`src/rtl/coram_channel_array.sv`:
```
// Bank of NUM_CH independent non-transparent FIFOs with occupancy,
// almost-full/empty margins and sticky overflow/underflow flags.
//
// Ports (channel i = bit i / slice i of every bus):
//   CLK        clock, all state updates on the rising edge
//   RST        synchronous active-high reset
//   D, ENQ     enqueue data / request
//   Q, DEQ     registered dequeue data / request
//   FULL, ALM_FULL, EMPTY, ALM_EMPTY   status from the count register
//   COUNT      occupancy 0..DEPTH, (CORAM_ADDR_LEN+1) bits per channel
//   OVF, UDF   sticky ENQ-while-FULL / DEQ-while-EMPTY flags
//   ERR_CLR    clears OVF/UDF of the channel
module coram_channel_array #(
  parameter     CORAM_THREAD_NAME = "undefined",
  parameter int CORAM_THREAD_ID   = 0,
  parameter int CORAM_ID          = 0,
  parameter int CORAM_SUB_ID      = 0,
  parameter int NUM_CH            = 4,
  parameter int CORAM_ADDR_LEN    = 4,
  parameter int CORAM_DATA_WIDTH  = 32,
  parameter int ALM_FULL_MARGIN   = 1,
  parameter int ALM_EMPTY_MARGIN  = 1
) (
  input  logic                                 CLK,
  input  logic                                 RST,
  input  logic [NUM_CH*CORAM_DATA_WIDTH-1:0]   D,
  input  logic [NUM_CH-1:0]                    ENQ,
  output logic [NUM_CH-1:0]                    FULL,
  output logic [NUM_CH-1:0]                    ALM_FULL,
  output logic [NUM_CH*CORAM_DATA_WIDTH-1:0]   Q,
  input  logic [NUM_CH-1:0]                    DEQ,
  output logic [NUM_CH-1:0]                    EMPTY,
  output logic [NUM_CH-1:0]                    ALM_EMPTY,
  output logic [NUM_CH*(CORAM_ADDR_LEN+1)-1:0] COUNT,
  output logic [NUM_CH-1:0]                    OVF,
  output logic [NUM_CH-1:0]                    UDF,
  input  logic [NUM_CH-1:0]                    ERR_CLR
);

  localparam int AW    = CORAM_ADDR_LEN;
  localparam int W     = CORAM_DATA_WIDTH;
  localparam int CW    = AW + 1;
  localparam int DEPTH = 2 ** AW;

  localparam logic [CW-1:0] C_DEPTH = CW'(DEPTH);
  localparam logic [CW-1:0] C_AF_TH = CW'(DEPTH - ALM_FULL_MARGIN);
  localparam logic [CW-1:0] C_AE_TH = CW'(ALM_EMPTY_MARGIN);

  if (NUM_CH < 1) begin : g_chk_nch
    $error("NUM_CH must be >= 1");
  end
  if (ALM_FULL_MARGIN < 0 || ALM_FULL_MARGIN >= DEPTH) begin : g_chk_af
    $error("ALM_FULL_MARGIN out of range 0..DEPTH-1");
  end
  if (ALM_EMPTY_MARGIN < 0 || ALM_EMPTY_MARGIN >= DEPTH) begin : g_chk_ae
    $error("ALM_EMPTY_MARGIN out of range 0..DEPTH-1");
  end
  if (CORAM_THREAD_ID < 0 || CORAM_ID < 0 || CORAM_SUB_ID < 0)
  begin : g_chk_id
    $error("CoRAM ids must be non-negative");
  end
  if (CORAM_THREAD_NAME == "") begin : g_chk_name
    $error("CORAM_THREAD_NAME must not be empty");
  end

  for (genvar i = 0; i < NUM_CH; i++) begin : g_ch
    logic [AW-1:0] r_wr_ptr;
    logic [AW-1:0] r_rd_ptr;
    logic [CW-1:0] r_count;
    logic [W-1:0]  r_q;
    logic          r_ovf;
    logic          r_udf;
    logic [W-1:0]  r_mem [DEPTH];

    logic w_full;
    logic w_empty;
    logic w_enq_ok;
    logic w_deq_ok;
    logic w_ovf_ev;
    logic w_udf_ev;

    assign w_full   = (r_count == C_DEPTH);
    assign w_empty  = (r_count == '0);
    assign w_enq_ok = ENQ[i] & ~w_full;
    assign w_deq_ok = DEQ[i] & ~w_empty;
    assign w_ovf_ev = ENQ[i] & w_full;
    assign w_udf_ev = DEQ[i] & w_empty;

    // Storage is deliberately left out of reset.
    always_ff @(posedge CLK) begin
      if (!RST && w_enq_ok)
        r_mem[r_wr_ptr] <= D[i*W +: W];
    end

    always_ff @(posedge CLK) begin
      if (RST) begin
        r_wr_ptr <= '0;
        r_rd_ptr <= '0;
        r_count  <= '0;
        r_q      <= '0;
        r_ovf    <= 1'b0;
        r_udf    <= 1'b0;
      end else begin
        if (w_enq_ok)
          r_wr_ptr <= r_wr_ptr + 1'b1;
        if (w_deq_ok) begin
          r_q      <= r_mem[r_rd_ptr];
          r_rd_ptr <= r_rd_ptr + 1'b1;
        end
        if (w_enq_ok && !w_deq_ok)
          r_count <= r_count + 1'b1;
        else if (w_deq_ok && !w_enq_ok)
          r_count <= r_count - 1'b1;
        // A new event in the ERR_CLR cycle keeps the flag set.
        r_ovf <= w_ovf_ev | (r_ovf & ~ERR_CLR[i]);
        r_udf <= w_udf_ev | (r_udf & ~ERR_CLR[i]);
      end
    end

    assign FULL[i]            = w_full;
    assign EMPTY[i]           = w_empty;
    assign ALM_FULL[i]        = (r_count >= C_AF_TH);
    assign ALM_EMPTY[i]       = (r_count <= C_AE_TH);
    assign COUNT[i*CW +: CW]  = r_count;
    assign Q[i*W +: W]        = r_q;
    assign OVF[i]             = r_ovf;
    assign UDF[i]             = r_udf;
  end

endmodule

```
`config.mk`:
```
export PLATFORM = sky130hd
export DESIGN_NAME = coram_channel_array
export DESIGN_NICKNAME = d
export VERILOG_FILES = /design/src/rtl/coram_channel_array.sv
export SDC_FILE = /design/constraint.sdc
export NUM_CORES = 2
export LEC_CHECK = 0
export CAP_MARGIN = 15
export CORE_MARGIN = 4
export CORE_UTILIZATION = 50
export CTS_BUF_LIST = sky130_fd_sc_hd__clkbuf_4 sky130_fd_sc_hd__clkbuf_8
export DETAILED_ROUTE_END_ITERATION = 7
export PLACE_DENSITY = 0.7
export RECOVER_POWER = 25
export SYNTH_ARGS = -nofsm -noshare
export SYNTH_HDL_FRONTEND = slang
export SYNTH_SLANG_ARGS = --single-unit
```
`constraint.sdc`:
```
create_clock -name CLK -period 5.45 [get_ports CLK]
set_input_delay 1.3625 -clock CLK [delete_from_list [all_inputs] [get_ports CLK]]
set_output_delay 1.3625 -clock CLK [all_outputs]
set_load 0.005 [all_outputs]
```
# Yosys cells after proc, flatten, opt, wreduce, memory -nomap -nowiden
# Memory sizes are Yosys's and may differ from the RTL's. A register that Yosys moved wholly into a read port is not among the register bits.
# Cells that the tools add are included.
# word_totals
memories	4
ramBits	2048
in_bits	142
regBits	60
# classes
n_eq_ne	4
n_reduce_logical	29
order_cmp	8
n_addsub	16
bitwise_logic	44
n_mux	16
# mem_list
name	depth	width	rd	rd_ports_with_merged_regs	write_ports	line_no	rtl
g_ch[0].r_mem	16	32	1	1	1	73	logic [W-1:0] r_mem [DEPTH];
g_ch[1].r_mem	16	32	1	1	1	73	
g_ch[2].r_mem	16	32	1	1	1	73	
g_ch[3].r_mem	16	32	1	1	1	73	
# ops
operator	count
$mux 5	8
$add 4x1->4 const B	8
$and 1x1->1	24
$add 5x1->5 const B	4
$eq 5x5->1 const B	4
$ge 5x4->1 const B	4
$le 5x1->1 const B	4
$logic_not 5->1	4
$sub 5x1->5 const B	4
$logic_and 1x1->1	12
$not 1->1	12
$logic_not 1->1	9
$mux 1	8
$or 1x1->1	8
$reduce_bool 2->1	4

# Longest topological paths before layout
# depth
ltp_word	7
depth_mapped	11
ltp_nobuf	10

# Worst setup path after synthesis
# OpenSTA, ideal clock, no wires.
# synth_path
kind	input to register
from	input port RST
to	memory g_ch[3].r_mem[0][0] (netlist bit), enable pin
required_ps	4989
stages	4
n_path_buf	1
setup_time_ps	461
t_arrival_ps	4193
setup_slack_ps	796
path_cell_list	clkbuf_1 nor3_1 nand2_1 nor3_1
# synth_via
elab_chain_cells	4
# synth_rtl
item	line_no	rtl
start: declaration	25	input logic RST,
$logic_not 1->1	91	if (!RST && w_enq_ok)
$logic_and 1x1->1	91	
$mux 1	91	
$mux 1 (implied by the code)	92	r_mem[r_wr_ptr] <= D[i*W +: W];
end: declaration	73	
# No other way between the ends.

# Worst setup path after layout
# layout_path
from	register g_ch[1].r_count[1]
to	output port EMPTY[1]
# layout_via
elab_chain_cells	1
# layout_rtl
item	line_no	rtl
start: declaration	69	logic [CW-1:0] r_count;
start signal: assignment	111	r_count <= r_count + 1'b1;
start signal: assignment	113	r_count <= r_count - 1'b1;
$logic_not 5->1	83	assign w_empty = (r_count == '0);
end: declaration	32	output logic [NUM_CH-1:0] EMPTY,
# No other way between the ends.

==> reports/results.ini <==
[status]
status = complete, no violations

[synth]
synth_largest_area_cell = edfxtp_1
syn_inst = 3925
avgSynthCellArea_um2 = 21.7
ys.flop_type = edfxtp_1
synth-seq-area-share_pct = 76.7
syn_nets = 4111
synth.most_common_cell = edfxtp_1
ys_top_cells_by_area = edfxtp_1 (72%), mux4_2 (14%), dfxtp_1 (4.4%)
synth_top_area_share_pct = 72.3
ys_types = 42
synth_edf_count = 2048
synth_area_um2 = 85100
synth-seq-cells = 2236
netlist_top_cells_count = edfxtp_1 (2048), mux4_2 (512), dfxtp_1 (188)
yosysWarnings = 0
async_flop_share_pct = 0

[grt]
grt.overflow.total = 0
grt_first_pass_wirelength_um = 275000
grt_pass1_vias = 42438
track_usage_pct = 21.0
antenna_found_initial = 20
grt_max_degree = 77

[floorplanning]
fp-row-count = 151
dieArea_um2 = 177000
die_w_um = 421
core_um2 = 169000
initial_core_util_pct = 50.3
ios = 314
die_h_um = 421

[sta]
clock_skew_ns = 0.0484
min_period_ns = 4.52
hold_viol_final = 0
finalWorstSetupSlack_ns = 0.928
max_slew_margin_pct = 22.6
finalCritPeriodShare_pct = 83.0
worstMarginPinSlew_ns = 1.16
fin_tns_setup_ns = 0
holdWs_ns = 0.492
drv_slew = 0
max_freq_ghz = 0.221
final-setup-viol-count = 0
grt_setup_unrepaired = false

[clocking]
clock_path_buffers = 4
clkTransAtPathRegs_ns = 0.06
numCtsBuffers = 371
root_buffer = clkbuf_8
clock_sinks = 2236
cts_hold_buf = 0
cts_tree = built
cts_resized = 0
postCtsSetupRepairBufs = 0
clock_latency_ns = 1.00
cts.htree.levels = 5

[detailed_routing]
drc = 0
totalWireLength_um = 184000
via_per_inst = 5.83
vias = 40728
first_pass_iters = 5
drtIter0Drc = 3857
ant_nets = 0
routedWlPerCell_um = 26.3

[layout]
drive_above_1_share_pct = 30.0
multi_input_area_um2 = 18900
area_growth_syn_to_layout_pct = 15.8
regArea_um2 = 65300
fillers = 12133
finish.net_count = 4667

[worst_setup_path]
worstSetupPathType = reg -> out
endpoint_kind = primary output
crit_required_ns = 4.09
r2r_slack_ns = 1.90
reg2reg_from = g_ch[3].r_count[0]$_SDFFE_PP0P_
cp.arrival_ns = 3.16
critical_path.startpoint_type = register
crit_path_max_fanout = 7
r2r_cells = 8
worstReg2RegEnd = g_ch[3].r_mem[8][2]$_DFFE_PP_

[pwr]
leakage_nw = 30.6
power_mw = 43.1
vdd_drop_max_v = 0.000311
power.density_nw_per_um2 = 438

[placed_design]
post-place-ws_ns = 0.934
port_buffers = 313
gp_congestion = 0.773
dp_hpwl_um = 108000

[run]
drv_cap = 0

[hold_path]
hp-start = g_ch[3].r_q[23]$_SDFFE_PP0P_
worstHoldEndpoint = g_ch[3].r_q[23]$_SDFFE_PP0P_
hold_depth = 2
hold_path.class = reg -> reg

-- worst max-delay path, stage by stage (launching register included) --
cell             delay (ns)
dfxtp_1                0.38
inv_1                  0.15
ha_1                   0.20
or4b_1                 0.63
inv_2                  0.26
clkdlybuf4s50_1        0.55
-- cells by family (layout without fill, tap and decap cells) --
kind of cell | count (synthesis) | after routing | synth area share [%]
AOI/OAI and AO/OA | 315 | 315 | 2.26
xor gates and xnor gates | 36 | 36 | 0.371
adders and majority gates | 44 | 44 | 0.647
buffers and inverters | 264 | 1094 | 1.72
DFF | 2236 | 2236 | 76.7
muxes | 772 | 772 | 16.8
other | 0 | 7 | 0
and+or+nand+nor | 258 | 258 | 1.50
-- cells in the final DEF, fill, tap and decap left out, types with 64 or more instances in the layout --
master / n
mux4_2: 512
clkbuf_4: 120
nor2_1: 67
buf_4: 88
a22oi_1: 128
clkbuf_8: 403
o21ai_0: 72
clkdlybuf4s50_1: 224
dfxtp_1: 176
o21ai_1: 64
mux2i_1: 132
mux2_2: 128
edfxtp_1: 2048
dlygate4sd3_1: 88
-- sequential cells by signal (all words and copies together) (netlist names) --
signal	flops
g_ch.r_count	20
g_ch.r_mem	2048
g_ch.r_ovf	4
g_ch.r_q	128
g_ch.r_rd_ptr	16
g_ch.r_udf	4
g_ch.r_wr_ptr	16
-- worst max-delay path by stage --
stage,start,endpoint,cells after the start
after floorplan,RST,g_ch[3].r_mem[0][0]$_DFFE_PP_,4
after global placement,ENQ[3],g_ch[3].r_mem[8][30]$_DFFE_PP_,6
after detailed placement,ENQ[3],g_ch[3].r_mem[8][0]$_DFFE_PP_,6
after CTS,g_ch[1].r_count[1]$_SDFFE_PP0P_,EMPTY[1],5
after global routing,g_ch[1].r_count[1]$_SDFFE_PP0P_,EMPTY[1],5
final,g_ch[1].r_count[1]$_SDFFE_PP0P_,EMPTY[1],5
-- per-layer routing --
| layer | GRT usage (%) | wire length (um) | up-vias |
|---|---|---|---|
| met5 | 0 | 13 | - |
| met4 | 6.81 | 5110 | 2 |
| li1 | - | - | 17441 |
| met1 | 29.7 | 76700 | 21469 |
| met2 | 33.2 | 89400 | 1488 |
| met3 | 4.07 | 12400 | 328 |
-- final cells by class --
class                   instances  share of cell area [%]
well taps                    2218                    2.82
inverters                      34                   0.130
clock buffers                 523                    6.54
clock inverters               124                   0.919
repair buffers                413                    4.10
diodes                          7                  0.0178
multi-input cells            1425                    19.2
flip-flops and latches       2236                    66.3
-- where the power goes --
part | internal (mW) | switching (mW)
sequential | 19.4 | 1.00
clock | 8.22 | 6.38
combinational | 4.46 | 3.66
total | 32.1 | 11.0
-- metrics by stage --
step / utilization (%) / cells / instance area, um2
2_1_floorplan: - / 3925 / 85100
3_3_place_gp: 53.8 / 6322 / 91100
3_5_place_dp: 53.8 / 6323 / 91100
4_1_cts: 58.2 / 6970 / 98500
5_1_grt: 58.2 / 6977 / 98500
6_report: 58.2 / 6980 / 98500
Power figures use the tool's default switching activity.
